===== config.mk =====
export PLATFORM = sky130hd
export DESIGN_NAME = msrv_32_branch_predictor
export DESIGN_NICKNAME = d
export VERILOG_FILES = /design/src/rtl/msrv_32_pkg.sv /design/src/rtl/msrv_32_sat_counter.sv /design/src/rtl/msrv_32_branch_predictor.sv
export SDC_FILE = /design/constraint.sdc
export NUM_CORES = 2
export LEC_CHECK = 0
export CORE_ASPECT_RATIO = 0.5
export CORE_MARGIN = 8
export CORE_UTILIZATION = 30
export CTS_CLUSTER_SIZE = 24
export DETAILED_ROUTE_END_ITERATION = 10
export GPL_ROUTABILITY_DRIVEN = 0
export PLACE_DENSITY = 0.51
export SLEW_MARGIN = 30
export SYNTH_ARGS = -nofsm -noshare
export SYNTH_HDL_FRONTEND = slang
export SYNTH_SLANG_ARGS = --single-unit

===== constraint.sdc =====
create_clock -name clk_in -period 5.54 [get_ports clk_in]
set_input_delay 1.108 -clock clk_in [delete_from_list [all_inputs] [get_ports clk_in]]
set_output_delay 1.108 -clock clk_in [all_outputs]
set_load 0.02 [all_outputs]

===== src/rtl/msrv_32_pkg.sv =====
// Shared msrv_32 definitions: control-flow opcode[6:2] values and 2-bit
// branch counter encodings.
package msrv_32_pkg;

  localparam int unsigned OPC_W = 5;

  localparam logic [OPC_W-1:0] OPC_BRN  = 5'b11000;
  localparam logic [OPC_W-1:0] OPC_JAL  = 5'b11011;
  localparam logic [OPC_W-1:0] OPC_JALR = 5'b11001;

  typedef enum logic [1:0] {
    SNT = 2'b00,
    WNT = 2'b01,
    WT  = 2'b10,
    ST  = 2'b11
  } ctr_t;

  // Unconditional jumps train straight to strong-taken.
  function automatic logic is_jump(input logic [OPC_W-1:0] opc);
    return (opc == OPC_JAL) || (opc == OPC_JALR);
  endfunction

endpackage


===== src/rtl/msrv_32_sat_counter.sv =====
// 2-bit saturating branch counter next-state logic; force_strong pins the
// counter to strong-taken regardless of outcome.
module msrv_32_sat_counter
  import msrv_32_pkg::*;
(
  input  ctr_t state,
  input  logic taken,
  input  logic force_strong,
  output ctr_t next_state
);

  always_comb begin
    next_state = state;
    if (force_strong) begin
      next_state = ST;
    end else if (taken) begin
      if (state != ST) next_state = ctr_t'(2'(state + 2'd1));
    end else begin
      if (state != SNT) next_state = ctr_t'(2'(state - 2'd1));
    end
  end

endmodule


===== src/rtl/msrv_32_branch_predictor.sv =====
// Direct-mapped branch predictor / target buffer with registered mispredict
// redirect. Define MSRV_32_BP_STATS_EN to add update/mispredict counters.
module msrv_32_branch_predictor
  import msrv_32_pkg::*;
#(
  parameter int unsigned ENTRIES = 16
)(
  input  logic             clk_in,
  input  logic             rst_n_in,
  input  logic [31:0]      pc_in,
  output logic             pred_hit_out,
  output logic             pred_taken_out,
  output logic [31:0]      pred_target_out,
  input  logic             upd_valid_in,
  input  logic [31:0]      upd_pc_in,
  input  logic [OPC_W-1:0] upd_opcode_6_to_2_in,
  input  logic             upd_branch_taken_in,
  input  logic [31:0]      upd_target_in,
  input  logic             upd_pred_taken_in,
  input  logic [31:0]      upd_pred_target_in,
  output logic             mispredict_out,
  output logic [31:0]      redirect_pc_out
`ifdef MSRV_32_BP_STATS_EN
  ,
  output logic [31:0]      stat_updates_out,
  output logic [31:0]      stat_mispredicts_out
`endif
);

  localparam int unsigned IDX   = $clog2(ENTRIES);
  localparam int unsigned TAG_W = 32 - IDX - 2;

  logic [ENTRIES-1:0] valid_q;
  logic [TAG_W-1:0]   tag_q [ENTRIES];
  ctr_t               ctr_q [ENTRIES];
  logic [31:0]        tgt_q [ENTRIES];

  logic [IDX-1:0]   rd_idx;
  logic [TAG_W-1:0] rd_tag;
  logic [IDX-1:0]   up_idx;
  logic [TAG_W-1:0] up_tag;
  logic             up_hit;
  logic             up_jump;
  logic             accept;
  logic             mis_c;
  logic [31:0]      redirect_c;
  ctr_t             ctr_next;

  // Fetch-side lookup: purely combinational from current table state.
  always_comb begin
    rd_idx          = pc_in[IDX+1:2];
    rd_tag          = pc_in[31:IDX+2];
    pred_hit_out    = valid_q[rd_idx] && (tag_q[rd_idx] == rd_tag);
    pred_taken_out  = pred_hit_out && ctr_q[rd_idx][1];
    pred_target_out = pred_taken_out ? tgt_q[rd_idx] : pc_in + 32'd4;
  end

  always_comb begin
    up_idx     = upd_pc_in[IDX+1:2];
    up_tag     = upd_pc_in[31:IDX+2];
    up_hit     = valid_q[up_idx] && (tag_q[up_idx] == up_tag);
    up_jump    = is_jump(upd_opcode_6_to_2_in);
    accept     = upd_valid_in && (up_jump || (upd_opcode_6_to_2_in == OPC_BRN));
    mis_c      = (upd_pred_taken_in != upd_branch_taken_in) ||
                 (upd_branch_taken_in && (upd_pred_target_in != upd_target_in));
    redirect_c = upd_branch_taken_in ? upd_target_in : upd_pc_in + 32'd4;
  end

  msrv_32_sat_counter u_sat_counter (
    .state        (ctr_q[up_idx]),
    .taken        (upd_branch_taken_in),
    .force_strong (up_jump),
    .next_state   (ctr_next)
  );

  // Table training: hits step the counter, taken misses allocate.
  always_ff @(posedge clk_in or negedge rst_n_in) begin
    if (!rst_n_in) begin
      valid_q <= '0;
      for (int i = 0; i < int'(ENTRIES); i++) begin
        tag_q[i] <= '0;
        ctr_q[i] <= WNT;
        tgt_q[i] <= '0;
      end
    end else if (accept) begin
      if (up_hit) begin
        ctr_q[up_idx] <= ctr_next;
        if (upd_branch_taken_in) tgt_q[up_idx] <= upd_target_in;
      end else if (upd_branch_taken_in) begin
        valid_q[up_idx] <= 1'b1;
        tag_q[up_idx]   <= up_tag;
        tgt_q[up_idx]   <= upd_target_in;
        ctr_q[up_idx]   <= up_jump ? ST : WT;
      end
    end
  end

  // Redirect holds its last value between mispredicts.
  always_ff @(posedge clk_in or negedge rst_n_in) begin
    if (!rst_n_in) begin
      mispredict_out  <= 1'b0;
      redirect_pc_out <= '0;
    end else begin
      mispredict_out <= accept && mis_c;
      if (accept && mis_c) redirect_pc_out <= redirect_c;
    end
  end

`ifdef MSRV_32_BP_STATS_EN
  always_ff @(posedge clk_in or negedge rst_n_in) begin
    if (!rst_n_in) begin
      stat_updates_out     <= '0;
      stat_mispredicts_out <= '0;
    end else begin
      if (accept && (stat_updates_out != '1))
        stat_updates_out <= stat_updates_out + 32'd1;
      if (accept && mis_c && (stat_mispredicts_out != '1))
        stat_mispredicts_out <= stat_mispredicts_out + 32'd1;
    end
  end
`endif

endmodule


; ---- Yosys cells after proc, flatten, opt, wreduce, memory -nomap -nowiden
; Cells that the tools add are included.
[word_totals]
register_bits = 1009
out_inout_bits = 67
[classes]
add_sub_neg = 4
order_cmp = 6
n_eq_ne = 8
n_mux = 40
bitwise = 4
n_reduce_logical = 16
[ops]
columns = cell, n
row1 = $bwmux W512, 1
row2 = $bwmux W416, 1
row3 = $mux W32, 7
row4 = $bmux W26 S4, 2
row5 = $mux W26, 5
row6 = $bmux W32 S4, 1
row7 = $demux W32 S4, 1
row8 = $demux W26 S4, 1
row9 = $add A32 B3 Y32 const B, 2
row10 = $bwmux W32, 2
row11 = $eq A26 B26 Y1, 2
row12 = $ne A32 B32 Y1, 1
row13 = $mux W2, 9
row14 = $bmux W2 S4, 2
row15 = $or A16 B16 Y16, 1
row16 = $eq A5 B5 Y1 const B, 3
row17 = $ge A5 B5 Y1 const B, 2
row18 = $lt A4 B5 Y1 const B, 2
row19 = $not A4 Y5, 2
row20 = $bmux W1 S4, 2
row21 = $demux W2 S4, 1
row22 = $logic_and A1 B1 Y1, 8
row23 = $lt A5 B1 Y1 const B, 1
row24 = $demux W1 S4, 1
row25 = 11 further kinds, 18

; ---- Longest topological paths before layout
[depth]
depth_word = 10
depth_mapped = 17
ltp_nobuf = 10

; ---- Hierarchy
; Synthesis repeated with hierarchy kept, for this count alone.
[hier_totals]
cells_unflattened = 3374
area_unflattened_um2 = 51836.0
[modules_own_cells]
columns = mod, instances, cells_per_inst, area_per_inst_um2, seq_area_each_um2
row1 = msrv_32_branch_predictor, 1, 3367, 51799.7, 25269.2
row2 = msrv_32_sat_counter, 1, 7, 36.3, 0.0

; ---- Worst setup path before layout
; No wires, ideal clock.
[synth_path]
kind = input-to-output
start = in pc_in[2]
end = out pred_target_out[23]
t_arrival_ps = 4360
required_time_ps = 4432
slack_ps = 72
cell_stages = 10
cell_sequence = clkbuf_1 > buf_2 > buf_2 > clkbuf_1 > clkbuf_1 > buf_1 > mux4_2 > mux4_2 > nand2_1 > o21ai_0
[synth_via]
elab_chain_cells = 8
[synth_rtl]
columns = element, line_no
row1 = "start, declared", msrv_32_branch_predictor.sv:10  ; input logic [31:0] pc_in,
row2 = $not A4 Y5 (not written as such), "msrv_32_branch_predictor.sv:53, msrv_32_branch_predictor.sv:54, msrv_32_branch_predictor.sv:55"
row3 = $bmux W26 S4, msrv_32_branch_predictor.sv:53  ; pred_hit_out = valid_q[rd_idx] && (tag_q[rd_idx] == rd_tag);
row4 = $mux W26 (not written as such) (2 in a row), msrv_32_branch_predictor.sv:53
row5 = $eq A26 B26 Y1, msrv_32_branch_predictor.sv:53
row6 = $logic_and A1 B1 Y1, msrv_32_branch_predictor.sv:53
row7 = $logic_and A1 B1 Y1, msrv_32_branch_predictor.sv:54  ; pred_taken_out = pred_hit_out && ctr_q[rd_idx][1];
row8 = $mux W32 (*), msrv_32_branch_predictor.sv:55  ; pred_target_out = pred_taken_out ? tgt_q[rd_idx] : pc_in + 32'd4;
row9 = "end, declared", msrv_32_branch_predictor.sv:13  ; output logic [31:0] pred_target_out,
; Mark *: on every way between the ends. The rest lies on a longest branch, timed or not. The select of a mux whose other input is x is not followed.

; ---- Worst setup path in the final report
[layout_path]
start = in pc_in[2]
end = out pred_target_out[27]
; Same word-level chain as after synthesis.

==> results.sh <==
export IMPL_drive_gt1_share_pct=44.6
export IMPL_worstPathMaxFanout=8
export IMPL_synthMuxAreaShare_pct=38.9
export IMPL_postCtsHoldBufs=0
export IMPL_synth_top_family_by_area="multiplexers"
export IMPL_switching_power_w=0.00458
export IMPL_hold_path_class="in2async"
export IMPL_ys_types=82
export IMPL_ant_nets=0
export IMPL_grt_use_total_pct=19.2
export IMPL_wl_per_cell_um=29.8
export IMPL_status="finished, violations left"
export IMPL_power_density_nw_per_um2=281
export IMPL_grt_overflow_total=0
export IMPL_rsz0062_at_grt="true"
export IMPL_wl_um=187000
export IMPL_seq_area_um2=25300
export IMPL_dp_hpwl_um=124000
export IMPL_postLayoutCoreUtil_pct=36.4
export IMPL_clk_pin_slew_ns=0.06
export IMPL_final_max_slew_viol_count=0
export IMPL_fin_nets=4022
export IMPL_worstSetupEndpointType="output pin"
export IMPL_via_count=34100
export IMPL_io_buffer_count=204
export IMPL_worstSetupStartpoint="pc_in[2]"
export IMPL_grt_pass1_vias=36200
export IMPL_power_leakage_nw=29.0
export IMPL_yosys_area_share_simple_pct=3.96
export IMPL_fillCellCount=16500
export IMPL_rows=108
export IMPL_synth_edf_count=0
export IMPL_synth_xor_area_share_pct=2.33
export IMPL_cts_root_buffer="clkbuf_16"
export IMPL_antenna_found_initial=6
export IMPL_clock_skew_ns=0.0459
export IMPL_p_seq_share_pct=44.6
export IMPL_synth_main_ff_cell="dfrtp_1"
export IMPL_max_slew_worst_pin_slew_ns=0.963
export IMPL_netlist_area_um2=52600
export IMPL_yosys_warnings=0
export IMPL_path_class="in2out"
export IMPL_violations="setup timing"
export IMPL_final_cell_mix="dfrtp_1, mux2_2, mux4_2, buf_4, mux2_1"
export IMPL_grt_pass1_wl_um=270000
export IMPL_ys_seq_area_share_pct=48.1
export IMPL_required_ns=4.43
export IMPL_synthesis_nets=3756
export IMPL_area_delta_synth_final_pct=20.3
export IMPL_clk_latency_ns=0.74
export IMPL_cts_sinks=1009
export IMPL_p_sw_share_pct=25.8
export IMPL_cts_inserted_buffers=105
export IMPL_multi_input_area_um2=25800
export IMPL_grt_max_degree=175
export IMPL_drcViolationCount=0
export IMPL_fin_crit_sh_pct=101
export IMPL_core_area_um2=174000
export IMPL_avgSynthCellArea_um2=14.6
export IMPL_avgViaCountPerCell=5.44
export IMPL_r2r_start="tag_q[248]$_DFFE_PN0P_"
export IMPL_ys_ff_latch=1009
export IMPL_dieWidth_um=608
export IMPL_die_h_um=312
export IMPL_p_int_w=0.0132
export IMPL_async_flop_share_pct=100
export IMPL_final_common_cell="dfrtp_1"
export IMPL_combPwrFrac_pct=12.3
export IMPL_tritoncts="built"
export IMPL_clock_path_buffers=3
export IMPL_cts_htree_levels=3
export IMPL_fmax_mhz=178
export IMPL_worstPathArrival_ns=4.51
export IMPL_slew_headroom_pct=35.6
export IMPL_place_inst=6067
export IMPL_setup_slack_ns=-0.0757
export IMPL_layout_cells_non_filler=6278
export IMPL_setup_viol=10
export IMPL_synth_compound_area_share_pct=3.05
export IMPL_maxCapViolations=0
export IMPL_clkPwrFrac_pct=43.0
export IMPL_startpoint_type="input pin"
export IMPL_drt_iter0_markers=2674
export IMPL_hold_viol_final=0
export IMPL_die_area_um2=190000
export IMPL_netlist_instances=3613
export IMPL_yosys_area_share_adder_pct=0.138
export IMPL_period_needed_ns=5.62
export IMPL_drt_pre_antenna_iters=5
export IMPL_peakVddDrop_mv=0.239
export IMPL_start_util_pct=30.3
export IMPL_ioPinCount=205
-- registers in the layout (all words and copies together) (netlist names) --
name and count:
mispredict_out 1, redirect_pc_out 32, ctr_q 32, tag_q 416
tgt_q 512, valid_q 16
-- final timing paths --
path,end,slack (ns),cells after the start
max in group asynchronous,tgt_q[115]$_DFFE_PN0P_,3.66,3
worst min register to register,valid_q[13]$_DFFE_PN0P_,0.49,1
worst max-delay path,pred_target_out[27],-0.08,16
worst min-delay path,tag_q[64]$_DFFE_PN0P_,0.41,1
min in group clk_in,valid_q[13]$_DFFE_PN0P_,0.49,1
worst max register to register,tag_q[246]$_DFFE_PN0P_,1.57,10
-- metrics by stage --
step / TNS, ns / hold WS (ns) / instance area, um2 / setup WS, ns / power [W]
2_1_floorplan: 0 / 0.445 / 52600 / 0.0723 / 0.00916
3_3_place_gp: -19.35 / 0.463 / 59100 / -0.688 / 0.0102
3_5_place_dp: -20.06 / 0.471 / 59100 / -0.703 / 0.0102
4_1_cts: -2.03 / 0.403 / 63000 / -0.136 / 0.0179
5_1_grt: -0.937 / 0.417 / 63200 / -0.0975 / 0.0184
6_report: -0.444 / 0.414 / 63300 / -0.0757 / 0.0178
-- per-layer routing --
layer  track usage (%)  routed length (um)
met5                 0                   0
met4              7.88                8640
met3              2.40                7870
met2              32.2               90900
met1              25.2               79800
-- synth_stat cells (all sizes together), types with 3 or more instances --
| library cell | n | area (um2) |
|---|---|---|
| a211oi | 10 | 80.1 |
| a21oi | 25 | 125 |
| a221oi | 9 | 78.8 |
| a22o | 10 | 87.6 |
| a22oi | 23 | 173 |
| a31oi | 14 | 87.6 |
| a32oi | 13 | 114 |
| a41oi | 3 | 26.3 |
| and2 | 12 | 75.1 |
| and3 | 20 | 125 |
| and4 | 4 | 35.0 |
| buf | 127 | 892 |
| clkbuf | 222 | 833 |
| dfrtp | 993 | 24800 |
| dfstp | 16 | 420 |
| ha | 5 | 62.6 |
| inv | 36 | 135 |
| mux2 | 976 | 11200 |
| mux2i | 77 | 771 |
| mux4 | 375 | 8450 |
| nand2 | 137 | 598 |
| nand2b | 17 | 106 |
| nand3 | 35 | 175 |
| nand4 | 29 | 188 |
| nor2 | 70 | 298 |
| nor2b | 8 | 50.1 |
| nor3 | 24 | 120 |
| nor4 | 13 | 87.6 |
| nor4b | 3 | 26.3 |
| o21ai | 95 | 475 |
| o22ai | 13 | 81.3 |
| o31ai | 4 | 30.0 |
| o32a | 4 | 40.0 |
| or2 | 11 | 68.8 |
| or3 | 5 | 31.3 |
| or4 | 3 | 26.3 |
| xnor2 | 81 | 709 |
| xor2 | 59 | 517 |
-- worst max-delay path: stages --
cell,delay [ns]
buf_16,0.13
buf_12,0.16
buf_4,0.14
mux4_2,0.51
mux4_2,0.52
xnor2_2,0.19
buf_4,0.17
nand4_1,0.22
nor3_4,0.30
and4_4,0.31
buf_12,0.18
buf_12,0.13
buf_8,0.11
nand2_2,0.04
o21ai_1,0.08
buf_4,0.17
-- kinds of logic (layout without fill, tap and decap cells) --
logic type / count (synthesis) / in the layout
and+or+nand+nor: 398 / 398
AOI/OAI and AO/OA: 245 / 245
xor gates and xnor gates: 140 / 140
other: 0 / 4
adders and majority gates: 6 / 6
buffers and inverters: 387 / 738
muxes: 1428 / 1428
DFF: 1009 / 1009
-- layout make-up --
type	count	share of cell area [%]
clock inverter	37	0.926
multi-input combinational	2217	40.8
tap	2310	4.57
inverter	38	0.226
sequential	1009	39.9
antenna	4	0.0158
timing repair buffer	508	8.57
clock buffer	155	4.93
-- timing repair --
action	4_1_cts	5_1_grt
cloned	4	1
pin swaps	7	12
setup endpoints to repair	33	33
setup buffers	8	4
resized for setup	200	69
-- power by group through the flow --
stage                     clock network [W]  registers, W  logic (W)
after global placement                    0       0.00805    0.00215
after detailed placement                  0       0.00806    0.00218
final                               0.00764       0.00793    0.00219
after global routing                0.00811       0.00797    0.00232
after CTS                           0.00782       0.00793    0.00219
after floorplan                           0       0.00806    0.00110
Note: power is estimated with default switching activity, not from simulation.
